<file path="src/rtl/sw_array_sequencer_pkg.sv">
// Shared types for the Smith-Waterman array sequencer: base/score widths and sequencer states.
package sw_array_sequencer_pkg;

  localparam int unsigned SeqW   = 2;
  localparam int unsigned ScoreW = 10;

  typedef logic [SeqW-1:0]          seq_base_t;
  typedef logic signed [ScoreW-1:0] score_t;

  localparam seq_base_t BaseA = 2'd0;
  localparam seq_base_t BaseC = 2'd1;
  localparam seq_base_t BaseG = 2'd2;
  localparam seq_base_t BaseT = 2'd3;

  typedef enum logic [2:0] {SQ_IDLE, SQ_FETCH, SQ_STREAM, SQ_FLUSH, SQ_DONE} seq_state_t;

  function automatic int unsigned max_w(input int unsigned a, input int unsigned b);
    return (a > b) ? a : b;
  endfunction

endpackage

</file>
<file path="src/rtl/sw_phase_counter.sv">
// Loadable down-counter with a zero flag; holds at zero instead of wrapping.
module sw_phase_counter #(
  parameter int unsigned Width = 4
) (
  input  logic             clk,
  input  logic             rst,
  input  logic             load,
  input  logic [Width-1:0] load_val,
  output logic [Width-1:0] count,
  output logic             zero
);

  logic [Width-1:0] cnt_q;

  always_ff @(posedge clk or negedge rst) begin
    if (!rst) begin
      cnt_q <= '0;
    end else if (load) begin
      cnt_q <= load_val;
    end else if (cnt_q != '0) begin
      cnt_q <= cnt_q - Width'(1);
    end
  end

  assign count = cnt_q;
  assign zero  = (cnt_q == '0);

endmodule

</file>
<file path="src/rtl/sw_array_sequencer.sv">
// Runs one Smith-Waterman pass: fetches seq2 bases from RAM, streams them into the PE chain,
// flushes the chain and captures the best score/location from the chain tail.
module sw_array_sequencer
  import sw_array_sequencer_pkg::*;
#(
  parameter int unsigned LEN1 = 5,
  parameter int unsigned LEN2 = 5,
  localparam int unsigned ColW = $clog2(LEN2) + 1,
  localparam int unsigned RowW = $clog2(LEN1) + 1
) (
  input  logic            clk,
  input  logic            rst,
  input  logic            start,
  input  logic            abort,
  input  logic [ColW-1:0] db_len,
  output logic            busy,
  output logic            seq2_rd_en,
  output logic [ColW-1:0] seq2_addr,
  input  seq_base_t       seq2_rd_data,
  output logic            pe_enable,
  output logic            pe_valid_col,
  output seq_base_t       pe_seq2,
  output logic [ColW-1:0] pe_col_id,
  input  score_t          tail_max_h,
  input  logic [RowW-1:0] tail_max_row,
  input  logic [ColW-1:0] tail_max_col,
  output logic            result_valid,
  output score_t          result_score,
  output logic [RowW-1:0] result_row,
  output logic [ColW-1:0] result_col
);

  localparam int unsigned CntW = max_w(ColW, RowW);

  seq_state_t      state_q, state_d;
  logic [ColW-1:0] db_len_q, db_len_sat;
  logic            cnt_load, cnt_zero;
  logic [CntW-1:0] cnt_load_val, cnt;
  logic [ColW-1:0] col_next;

  assign db_len_sat = (db_len > ColW'(LEN2)) ? ColW'(LEN2) : db_len;
  // Counter runs db_len-1 .. 0 during STREAM, so (db_len - cnt) is the 1-based column k+1.
  assign col_next   = ColW'(CntW'(db_len_q) - cnt);

  sw_phase_counter #(
    .Width (CntW)
  ) u_phase_counter (
    .clk      (clk),
    .rst      (rst),
    .load     (cnt_load),
    .load_val (cnt_load_val),
    .count    (cnt),
    .zero     (cnt_zero)
  );

  always_ff @(posedge clk or negedge rst) begin
    if (!rst) begin
      state_q      <= SQ_IDLE;
      db_len_q     <= '0;
      result_score <= '0;
      result_row   <= '0;
      result_col   <= '0;
    end else begin
      state_q <= state_d;
      if (state_q == SQ_IDLE && start && !abort) begin
        db_len_q <= db_len_sat;
      end
      // DONE is only entered from FETCH (empty pass) or from the last FLUSH cycle.
      if (state_d == SQ_DONE) begin
        if (state_q == SQ_FETCH) begin
          result_score <= '0;
          result_row   <= '0;
          result_col   <= '0;
        end else begin
          result_score <= tail_max_h;
          result_row   <= tail_max_row;
          result_col   <= tail_max_col;
        end
      end
    end
  end

  always_comb begin
    state_d      = state_q;
    cnt_load     = 1'b0;
    cnt_load_val = '0;
    case (state_q)
      SQ_IDLE: begin
        if (start && !abort) state_d = SQ_FETCH;
      end
      SQ_FETCH: begin
        if (db_len_q == '0) begin
          state_d = SQ_DONE;
        end else begin
          state_d      = SQ_STREAM;
          cnt_load     = 1'b1;
          cnt_load_val = CntW'(db_len_q) - CntW'(1);
        end
      end
      SQ_STREAM: begin
        if (cnt_zero) begin
          state_d      = SQ_FLUSH;
          cnt_load     = 1'b1;
          cnt_load_val = CntW'(LEN1 - 1);
        end
      end
      SQ_FLUSH: begin
        if (cnt_zero) state_d = SQ_DONE;
      end
      SQ_DONE: state_d = SQ_IDLE;
      default: state_d = SQ_IDLE;
    endcase
    if (abort && state_q != SQ_IDLE) begin
      state_d  = SQ_IDLE;
      cnt_load = 1'b0;
    end
  end

  always_comb begin
    busy         = (state_q != SQ_IDLE);
    seq2_rd_en   = 1'b0;
    seq2_addr    = '0;
    pe_enable    = 1'b0;
    pe_valid_col = 1'b0;
    pe_seq2      = '0;
    pe_col_id    = '0;
    result_valid = 1'b0;
    case (state_q)
      SQ_FETCH: begin
        seq2_rd_en = 1'b1;
      end
      SQ_STREAM: begin
        pe_enable    = 1'b1;
        pe_valid_col = 1'b1;
        pe_seq2      = seq2_rd_data;
        pe_col_id    = col_next;
        seq2_rd_en   = !cnt_zero;
        seq2_addr    = col_next;
      end
      SQ_FLUSH: pe_enable = 1'b1;
      SQ_DONE:  result_valid = 1'b1;
      default: ;
    endcase
  end

endmodule

</file>
<file path="config.mk">
export PLATFORM = sky130hd
export DESIGN_NAME = sw_array_sequencer
export DESIGN_NICKNAME = d
export VERILOG_FILES = /design/src/rtl/sw_array_sequencer_pkg.sv /design/src/rtl/sw_phase_counter.sv /design/src/rtl/sw_array_sequencer.sv
export SDC_FILE = /design/constraint.sdc
export NUM_CORES = 1
export LEC_CHECK = 0
export ABC_CLOCK_PERIOD_IN_PS = 5200
export BUFFER_PORTS_ARGS = -buffer_cell sky130_fd_sc_hd__buf_2
export CAP_MARGIN = 40
export CORE_ASPECT_RATIO = 1.75
export CORE_UTILIZATION = 55
export CTS_BUF_LIST = sky130_fd_sc_hd__clkbuf_8
export CTS_CLUSTER_SIZE = 40
export DETAILED_ROUTE_END_ITERATION = 8
export PLACE_DENSITY_LB_ADDON = 0.3
export SKIP_LAST_GASP = 1
export SLEW_MARGIN = 20
export SYNTH_ARGS = -nofsm -noshare
export SYNTH_HDL_FRONTEND = slang
export SYNTH_SLANG_ARGS = --single-unit
</file>
<file path="constraint.sdc">
create_clock -name clk -period 5.2 [get_ports clk]
set_clock_uncertainty 0.1 [all_clocks]
set_input_delay 1.04 -clock clk [delete_from_list [all_inputs] [get_ports clk]]
set_output_delay 1.04 -clock clk [all_outputs]
set_load 0.01 [all_outputs]
</file>
==> metrics.cfg, run 1 <==
[floorplanning]
coreArea_um2=2928
fp.dieW_um=43.92
initial_core_util_pct=57.78
io_pins=61
die_area_um2=3310
die_y_um=75.37
rows=26

[sta]
rsz0062_at_grt=false
post-route-period-util_pct=60.15
setup_tns_ps=0
fmax_ghz=0.3197
setup_viol=0
hold_violations=0
tightest_slew_ps=640.4
fin_crit_ps=3128
report.final.slew_viol_count=0
timing.slew.headroom_pct=57.31
whs_ps=369.0

[place]
io_buffers=60
dpl.hpwl_um=2579
routabilityCongestion=0.8913

[drt]
highest_layer=met4
dr.first_iter.drc_count=22
wl_met2_um=1884
drt-pass1-iter-count=6
wl_met3_um=159
m1WireLength_um=1267
vias_per_cell=5.379
wl_per_cell_um=12.76
drt.antenna.violating_nets=0
drcViolationCount=0
finalWirelength_um=3331
dr_total_vias=1404

[global_route]
grt_max_degree=31
gr-total-overflow=0
grt_pass1_vias=1306
grt_pass1_wl_um=5575
track_usage_pct=22.87
antenna_found_initial=0

[min_path]
hp-class=reg2reg
holdPathEnd=result_score[5]
min-delay-start=result_score[5]
whs_path_depth=2

[cts]
cts_made_buffers=5
clkTransAtPathRegs_ps=60
cts_setup_buffers=0
cts_max_level=2
cts_resized=0
cts_hold_buf=0
clkLatencyLatePin_ps=270
numClockSinks=29
clock_path_buffers=2
cts_tree=built
cts_root_buffer=clkbuf_8

[worst_setup_path]
r2r-end=result_col[0]
r2r_setup_slack_ps=3230
path_depth=7
max_stage_delay_ps=450
cp_cell_sequence=inv_1 > ha_1 > nor3b_2 > nand2b_1 > o21ba_2 > nor2_1 > buf_2
critical_path_class=reg2out
worstPathMaxFanout=7
cp_top_family=simple AND/OR/NAND/NOR gates
crit_buf_inv=2
reg2reg_from=u_phase_counter.count[1]
reg2reg_depth=7
arrival_ps=1990
cp-end-kind=output pin
cp.required_ps=4060
slowest_stage=nor3b_2
start_kind=flip-flop

[synth]
synth-edff-count=0
synth_area_per_cell_um2=9.557
ys_ff_latch=29
synth-main-ff-cell=dfrtp_1
seq_area_frac_synth_pct=42.90
synthesis.area_um2=1692
synth_cell_type_count=40
synthCells=177
async_reset_ff_share_pct=100.0
syn_nets=212
ys_warn_count=0

[final_layout]
layout.nets=268
utilization_pct=69.66
antenna_cells=0
final_cell_mix=buf_2, nand2_1, dfrtp_1
area_growth_pct=20.56
multi_input_area_um2=834.6
drive_above_1_share_pct=36.91
layout_commonest_cell=buf_2
fill_cells=253
regArea_um2=725.7

[power_and_ir_drop]
cellInternalPower_uw=575.3
pwr-share-seq_pct=38.4
power_density_nw_per_um2=449.4
power.switching_uw=341.1
p_leak_uw=0.001089
combPwrFrac_pct=42.0
sw_frac_of_total_pct=37.22
p_clk_share_pct=19.6
max-vdd-ir-drop_uv=269.2

[outcome]
outcome=completed

[run]
max_cap_violations=0

[final cells by class]
| type | count | area share [%] |
|---|---|---|
| Clock buffer | 6 | 4.049 |
| Clock inverter | 1 | 0.1840 |
| Inverter | 8 | 1.472 |
| Multi-Input combinational cell | 128 | 40.92 |
| Sequential cell | 29 | 35.58 |
| Tap cell | 28 | 1.718 |
| Timing Repair Buffer | 61 | 16.07 |
[through the flow]
stage	std cells	setup WS, ps	cell area, µm²	total power, µW
after global placement	253	2418	1926	730.1
after CTS	261	2065	2039	926.7
final	261	2072	2039	916.4
after floorplan	177	2367	1692	635.5
after detailed placement	254	2371	1953	745.4
after global routing	261	1889	2039	990.5
[synthesized netlist by cell type, types with 2 or more instances]
| cell | number | area [µm²] |
|---|---|---|
| nand3_1 | 2 | 10.01 |
| nor2b_1 | 4 | 25.02 |
| ha_1 | 6 | 75.07 |
| nor3b_2 | 2 | 25.02 |
| and2_1 | 5 | 31.28 |
| buf_6 | 4 | 45.04 |
| o21ai_1 | 11 | 55.05 |
| o21ai_2 | 9 | 78.83 |
| nor2_1 | 8 | 30.03 |
| inv_1 | 7 | 26.28 |
| o21ai_0 | 3 | 15.01 |
| nand2_1 | 40 | 150.1 |
| o21a_1 | 2 | 15.01 |
| dfrtp_1 | 29 | 725.7 |
| nand2b_1 | 2 | 12.51 |
| buf_4 | 7 | 52.55 |
| a21oi_1 | 5 | 25.02 |
| xnor2_1 | 4 | 35.03 |
| nor3_1 | 4 | 20.02 |
| or3_1 | 2 | 12.51 |
| or3b_1 | 2 | 17.52 |
[metal layers]
metal | vias to the layer above | track usage [%]
li1 | 703 | -
met1 | 655 | 23.98
met2 | 44 | 42.45
met3 | 2 | 6.398
met4 | 0 | 8.754
met5 | - | 0
[worst min-delay path: stages, from the launching register on]
cell     delay, ps
dfrtp_1        330
nand2_1         60
o21ai_2         40
[sequential cells by signal, summed over array words and instances (netlist names)]
name and cells:
db_len_q 4, result_col 4, result_row 4, result_score 10
state_q 3, u_phase_counter.count 4
[power groups by stage]
stage	clock network, µW	registers (µW)	logic [µW]
after global placement	0	353	377
after floorplan	0	356	279
after global routing	192	362	436
final	179	352	385
after CTS	182	353	392
after detailed placement	0	356	389
[cells by family after synthesis]
group           count (synthesis)  synth area share [%]
xor+xnor                        5                 2.589
buf+inv                        20                 7.766
compound gates                 39                 17.01
simple gates                   77                 24.11
flops                          29                 42.90
fa+ha+maj                       7                 5.621
[how the worst max path moves through the flow]
stage               slack (ps)                      from           end
global placement          2420  u_phase_counter.count[1]    seq2_rd_en
CTS                       2060  u_phase_counter.count[1]    seq2_rd_en
global route              1890  u_phase_counter.count[1]    seq2_rd_en
finish                    2070  u_phase_counter.count[1]    seq2_rd_en
detailed placement        2370  u_phase_counter.count[1]    seq2_rd_en
floorplan                 2370  u_phase_counter.count[1]  seq2_addr[3]
No activity file was read; power rests on OpenSTA's default activity.
==> run 2: changes to the inputs <==
--- a/config.mk
+++ b/config.mk
@@ -5,11 +5,11 @@
 export SDC_FILE = /design/constraint.sdc
 export NUM_CORES = 1
 export LEC_CHECK = 0
-export ABC_CLOCK_PERIOD_IN_PS = 5200
+export ABC_CLOCK_PERIOD_IN_PS = 3200
 export BUFFER_PORTS_ARGS = -buffer_cell sky130_fd_sc_hd__buf_2
 export CAP_MARGIN = 40
 export CORE_ASPECT_RATIO = 1.75
-export CORE_UTILIZATION = 55
+export CORE_UTILIZATION = 51
 export CTS_BUF_LIST = sky130_fd_sc_hd__clkbuf_8
 export CTS_CLUSTER_SIZE = 40
 export DETAILED_ROUTE_END_ITERATION = 8
==> constraint.sdc (replaced) <==
create_clock -name clk -period 3.2 [get_ports clk]
set_clock_uncertainty 0.1 [all_clocks]
set_input_delay 0.64 -clock clk [delete_from_list [all_inputs] [get_ports clk]]
set_output_delay 0.64 -clock clk [all_outputs]
set_load 0.01 [all_outputs]
==> run 2 against run 1 <==
  * Clock-buffer cell count is the same
  * Clock power grew 63%
  * Flip-flop and latch count is the same
  * Cell area grew 0.31%
  * Sequential share of layout area shrank 0.11 points
  * First-iteration DRC count grew 14%
  * Hold slack lost 85 ps
  * Critical path depth grew 1
  * Sequential power grew 62%
  * Core utilization shrank 4.5 points
==> metrics.cfg, run 2 (synthesis results as in run 1) <==
[worst_setup_path]
r2r-end=result_score[8]  ; was result_col[0]
cp-endpoint=seq2_rd_en  ; unchanged
slowest_stage=dfrtp_1  ; was nor3b_2
startpoint=u_phase_counter.count[0]  ; was u_phase_counter.count[1]
worstPathMaxFanout=7  ; unchanged
cp.required_ps=2460  ; was 4060 ps
reg2reg_depth=7  ; unchanged
reg2reg_from=u_phase_counter.count[1]  ; unchanged
cp-end-kind=output pin  ; unchanged
critical_path_class=reg2out  ; unchanged
arrival_ps=1900  ; was 1990 ps
cp_cell_sequence=inv_1 > ha_1 > nor3b_2 > buf_4 > nand2b_1 > o21ba_2 > nor2_1 > buf_2  ; was inv_1 > ha_1 > nor3b_2 > nand2b_1 > o21ba_2 > nor2_1 > buf_2
start_kind=flip-flop  ; unchanged
max_stage_delay_ps=400  ; was 450 ps
r2r_setup_slack_ps=1210  ; was 3230 ps

[floorplanning]
io_pins=61  ; unchanged
coreArea_um2=3142  ; was 2928 µm²
die_area_um2=3560  ; was 3310 µm²
fp.dieW_um=45.54  ; was 43.92 µm
rows=27  ; was 26
die_y_um=78.19  ; was 75.37 µm
initial_core_util_pct=53.84  ; was 57.78%

[global_route]
grt_max_degree=38  ; was 31
antenna_found_initial=0  ; unchanged
grt_pass1_vias=1374  ; was 1306
track_usage_pct=22.26  ; was 22.87%
gr-total-overflow=0  ; unchanged
grt_pass1_wl_um=5733  ; was 5575 µm

[place]
dpl.hpwl_um=2504  ; was 2579 µm
routabilityCongestion=0.8599  ; was 0.8913
io_buffers=60  ; unchanged

[sta]
setup_tns_ps=0  ; unchanged
timing.slew.headroom_pct=57.34  ; was 57.31%
fmax_ghz=0.3795
report.final.slew_viol_count=0  ; unchanged
hold_violations=0  ; unchanged
setup_viol=0  ; unchanged
tightest_slew_ps=639.9  ; was 640.4 ps
fin_crit_ps=2635
post-route-period-util_pct=82.35
rsz0062_at_grt=false  ; unchanged

[power_and_ir_drop]
p_leak_uw=0.001085  ; was 0.001089 µW
power_density_nw_per_um2=727.8  ; was 449.4 nW/µm²
p_clk_share_pct=19.6  ; about the same
cellInternalPower_uw=938.3  ; was 575.3 µW
combPwrFrac_pct=42.1  ; was 42.0%
total_power_uw=1489  ; was 916.4 µW
power.switching_uw=550.6  ; was 341.1 µW
sw_frac_of_total_pct=36.98  ; was 37.22%
pwr-share-seq_pct=38.3  ; was 38.4%
max-vdd-ir-drop_uv=417.2  ; was 269.2 µV

[cts]
cts_root_buffer=clkbuf_8  ; unchanged
clock_path_buffers=2  ; unchanged
cts_hold_buf=0  ; unchanged
cts_made_buffers=5  ; unchanged
cts_setup_buffers=0  ; unchanged
numClockSinks=29  ; unchanged
clkTransAtPathRegs_ps=60  ; about the same
cts_resized=0  ; unchanged
cts_max_level=2  ; unchanged
clkLatencyLatePin_ps=270  ; about the same
cts_tree=built  ; unchanged

[final_layout]
layout.nets=269  ; was 268
antenna_cells=0  ; unchanged
final_cell_mix=buf_2, nand2_1, dfrtp_1  ; unchanged
largest_register_ffs=10  ; unchanged
fill_cells=288  ; was 253
drive_above_1_share_pct=37.18  ; was 36.91%
layout_commonest_cell=buf_2  ; unchanged
largest-register=result_score  ; unchanged
area_growth_pct=20.93  ; was 20.56%

[drt]
vias_per_cell=5.094  ; was 5.379
wl_per_cell_um=11.69  ; was 12.76 µm
finalWirelength_um=3239  ; was 3331 µm
dr_total_vias=1411  ; was 1404
drt.antenna.violating_nets=0  ; unchanged
drcViolationCount=0  ; unchanged
dr.first_iter.drc_count=25  ; was 22
drt-pass1-iter-count=4  ; was 6

[outcome]
outcome=completed  ; unchanged

[min_path]
hp-class=in2async  ; was reg2reg

[run]
max_cap_violations=0  ; unchanged

==> run 2: changes by cell type in the layout (fill, tap and decap cells not counted), sizes merged <==
cell	before	now
buf	61	62
==> run 2: power by group through the flow <==
stage | registers, µW | clock network, µW | logic [µW]
after floorplan | 579 | 0 | 454
after global placement | 573 | 0 | 624
after detailed placement | 576 | 0 | 636
after CTS | 571 | 304 | 637
after global routing | 586 | 320 | 718
final | 570 | 292 | 627
==> run 2: how the worst min path moves through the flow <==
stage / endpoint / slack [ps]
2_1_floorplan: db_len_q[0] / 240
3_3_place_gp: result_score[3] / 360
3_5_place_dp: result_score[3] / 360
4_1_cts: result_row[0] / 300
5_1_grt: result_row[1] / 320
6_report: result_row[0] / 280
==> run 2: metrics by stage <==
stage                     util [%]  hold WS (ps)  instances  area [µm²]  setup WS, ps
final                        65.11         283.9        277        2046         564.7
after global routing         65.11         323.0        277        2046         357.6
after CTS                    65.11         298.0        277        2046         548.4
after detailed placement     62.37         361.4        270        1959         854.9
after global placement       62.37         355.1        270        1959         876.2
after floorplan                  -         244.4        177        1692         766.6
==> run 2: layer usage <==
layer | GRT usage (%) | vias to the layer above | share of wire (%)
met4 | 12.12 | 0 | 2.7
met5 | 0 | - | 0
met1 | 22.17 | 650 | 38
met3 | 5.517 | 7 | 5.0
li1 | - | 706 | -
met2 | 39.29 | 48 | 55
==> run 2: cell type report <==
cell class	count	area (µm²)	share of cell area [%]
repair buffers	62	315.3	15.41
clock inverters	1	3.754	0.1835
clock buffers	6	82.58	4.037
well taps	43	53.80	2.630
flip-flops and latches	29	725.7	35.47
multi-input cells	128	834.6	40.80
inverters	8	30.03	1.468
==> run 2: worst max-delay path, delay by kind of cell, from the launching register on <==
kind                       cells  cell delay (ps)
adders and majority gates      1              250
and+or+nand+nor                3              390
buffers and inverters          3              370
AOI/OAI and AO/OA              1              210
DFF                            1              400
==> run 3: changes to the inputs <==
--- a/config.mk
+++ b/config.mk
@@ -5,11 +5,11 @@
 export SDC_FILE = /design/constraint.sdc
 export NUM_CORES = 1
 export LEC_CHECK = 0
-export ABC_CLOCK_PERIOD_IN_PS = 3200
+export ABC_CLOCK_PERIOD_IN_PS = 2350
 export BUFFER_PORTS_ARGS = -buffer_cell sky130_fd_sc_hd__buf_2
 export CAP_MARGIN = 40
 export CORE_ASPECT_RATIO = 1.75
-export CORE_UTILIZATION = 51
+export CORE_UTILIZATION = 46
 export CTS_BUF_LIST = sky130_fd_sc_hd__clkbuf_8
 export CTS_CLUSTER_SIZE = 40
 export DETAILED_ROUTE_END_ITERATION = 8
==> constraint.sdc (replaced) <==
create_clock -name clk -period 2.35 [get_ports clk]
set_clock_uncertainty 0.1 [all_clocks]
set_input_delay 0.47 -clock clk [delete_from_list [all_inputs] [get_ports clk]]
set_output_delay 0.47 -clock clk [all_outputs]
set_load 0.01 [all_outputs]
==> run 3 against run 2 <==
  * Combinational power grew 59%
  * Critical path type unchanged
  * Highest routed layer unchanged
  * Flip-flop and latch count unchanged
  * Setup slack got worse by 510 ps
  * Core utilization down 2.1 points
  * Cell area rose by 5.8%
  * Via count rose by 2.1%
  * Critical path depth decreased by 1
  * Hold slack lost 170 ps
==> metrics.cfg, run 3 (synthesis results as in run 1) <==
[sta]
rsz0062_at_grt=true  ; was false
report.final.slew_viol_count=0  ; unchanged
setup_tns_ps=0  ; unchanged
tightest_slew_ps=669.7  ; was 639.9 ps
setup_viol=0  ; unchanged
hold_violations=0  ; unchanged
fin_crit_ps=2296
timing.slew.headroom_pct=55.35  ; was 57.34%
fmax_ghz=0.4356
post-route-period-util_pct=97.69

[global_route]
antenna_found_initial=0  ; unchanged
grt_pass1_vias=1316  ; was 1374
grt_max_degree=30  ; was 38
gr-total-overflow=0  ; unchanged
track_usage_pct=19.79  ; was 22.26%
grt_pass1_wl_um=5526  ; was 5733 µm

[final_layout]
fill_cells=323  ; was 288
layout_commonest_cell=buf_2  ; unchanged
area_growth_pct=27.96  ; was 20.93%
drive_above_1_share_pct=42.80  ; was 37.18%
largest-register=result_score  ; unchanged
largest_register_ffs=10  ; unchanged
utilization_pct=63.05  ; was 65.11%
antenna_cells=0  ; unchanged
layout.nets=278  ; was 269
final_cell_mix=buf_2, nand2_1, dfrtp_1  ; unchanged
regArea_um2=726.9  ; was 725.7 µm²
final_area_um2=2165  ; was 2046 µm²
multi_input_area_um2=849.6  ; was 834.6 µm²

[cts]
cts_hold_buf=0  ; unchanged
clock_path_buffers=2  ; unchanged
numClockSinks=29  ; unchanged
clkTransAtPathRegs_ps=60  ; about the same
cts_max_level=2  ; unchanged
cts_tree=built  ; unchanged
cts_made_buffers=5  ; unchanged
cts_root_buffer=clkbuf_8  ; unchanged
clkLatencyLatePin_ps=270  ; about the same

[outcome]
outcome=completed  ; unchanged

[worst_setup_path]
cp_cell_sequence=inv_2 > ha_1 > nor2b_1 > o21a_1 > nor3_1 > nor3b_2 > buf_2  ; was inv_1 > ha_1 > nor3b_2 > buf_4 > nand2b_1 > o21ba_2 > nor2_1 > buf_2
arrival_ps=1730  ; was 1900 ps
start_kind=flip-flop  ; unchanged
cp-end-kind=output pin  ; unchanged
worstPathMaxFanout=3  ; was 7
critical_path_class=reg2out  ; unchanged
max_stage_delay_ps=390  ; was 400 ps
cp.required_ps=1780  ; was 2460 ps
slowest_stage=dfrtp_1  ; unchanged

[drt]
finalWirelength_um=3539  ; was 3239 µm
drt.antenna.violating_nets=0  ; unchanged
wl_per_cell_um=12.29  ; was 11.69 µm
drt-pass1-iter-count=4  ; unchanged
vias_per_cell=5.003  ; was 5.094
dr.first_iter.drc_count=47  ; was 25
dr_total_vias=1441  ; was 1411
drcViolationCount=0  ; unchanged

[power_and_ir_drop]
power_density_nw_per_um2=992.5  ; was 727.8 nW/µm²
p_leak_uw=0.001135  ; was 0.001085 µW
max-vdd-ir-drop_uv=558.0  ; was 417.2 µV

[place]
io_buffers=60  ; unchanged
placed_area_um2=2004  ; was 1959 µm²
dpl.hpwl_um=2699  ; was 2504 µm
routabilityCongestion=0.8285  ; was 0.8599

[floorplanning]
die_y_um=82.22  ; was 78.19 µm
io_pins=61  ; unchanged
coreArea_um2=3433  ; was 3142 µm²
initial_core_util_pct=49.27  ; was 53.84%
fp.dieW_um=47.84  ; was 45.54 µm
die_area_um2=3933  ; was 3560 µm²
rows=28  ; was 27

[run]
max_cap_violations=0  ; unchanged

[min_path]
hp-class=in2async  ; unchanged

run 3: cell count changes in the layout (fill, tap and decap cells not counted), moves of 2 or more:
cell / change
buf_6: +2
ha_1: -2
ha_2: +2
buf_4: +8
inv_2: +2
inv_1: -2
buf_2: -2
run 3: worst paths after layout:
| kind | start | end | slack (ps) | depth (start not counted) |
|---|---|---|---|---|
| max in group asynchronous | rst | state_q[1] | 1580 | 1 |
| min in group clk | abort | state_q[1] | 310 | 2 |
| hold reg to reg | result_score[3] | result_score[3] | 370 | 2 |
| setup reg to reg | u_phase_counter.count[1] | result_score[6] | 400 | 7 |
| setup / recovery | u_phase_counter.count[1] | seq2_addr[3] | 50 | 7 |
| hold / removal | rst | u_phase_counter.count[3] | 120 | 1 |
run 3: final cells by class:
type / count / share of cell area [%]
Sequential cell: 29 / 33.58
Tap cell: 45 / 2.601
Clock inverter: 1 / 0.1734
Clock buffer: 6 / 3.815
Multi-Input combinational cell: 128 / 39.25
Timing Repair Buffer: 71 / 19.19
Inverter: 8 / 1.387
run 3: where the power goes:
group	internal [µW]	switching (µW)	total, µW
Clock	227	174	401
Sequential	637	115	752
Combinational	497	499	996
Total	1360	787	2150
run 3: critical path: cells and delay by family, from the launching register on:
family	cells	cell delay, ps
AO/OA/AOI/OAI	1	180
flip-flops	1	390
AND/OR/NAND/NOR	3	420
buffers and inverters	2	210
adder cells (fa/ha/maj)	1	260
run 3: stage by stage:
stage               instances  power (µW)  setup slack (ps)  hold slack, ps
finish                    288        2148             54.34           118.1
CTS                       285        2117             7.263           139.1
global route              288        2308            -46.93           176.4
detailed placement        275        1679             206.7           360.9
floorplan                 177        1406             86.59           74.41
global placement          274        1654             211.9           355.7
run 3: what timing repair did:
item | in CTS | in global routing
cloned | 0 | 0
gates resized for setup | 3 | 8
pin swaps | 0 | 1
setup endpoints to repair | 7 | 9
setup buffers | 3 | 3
run 3: metal layers:
layer  vias to the layer above  part of all wire (%)  track usage, %
met5                         -                     0               0
met4                         0                   3.0           9.444
met3                        10                   3.4           4.130
met2                        41                    55           35.54
met1                       664                    39           20.45
li1                        726                     -               -
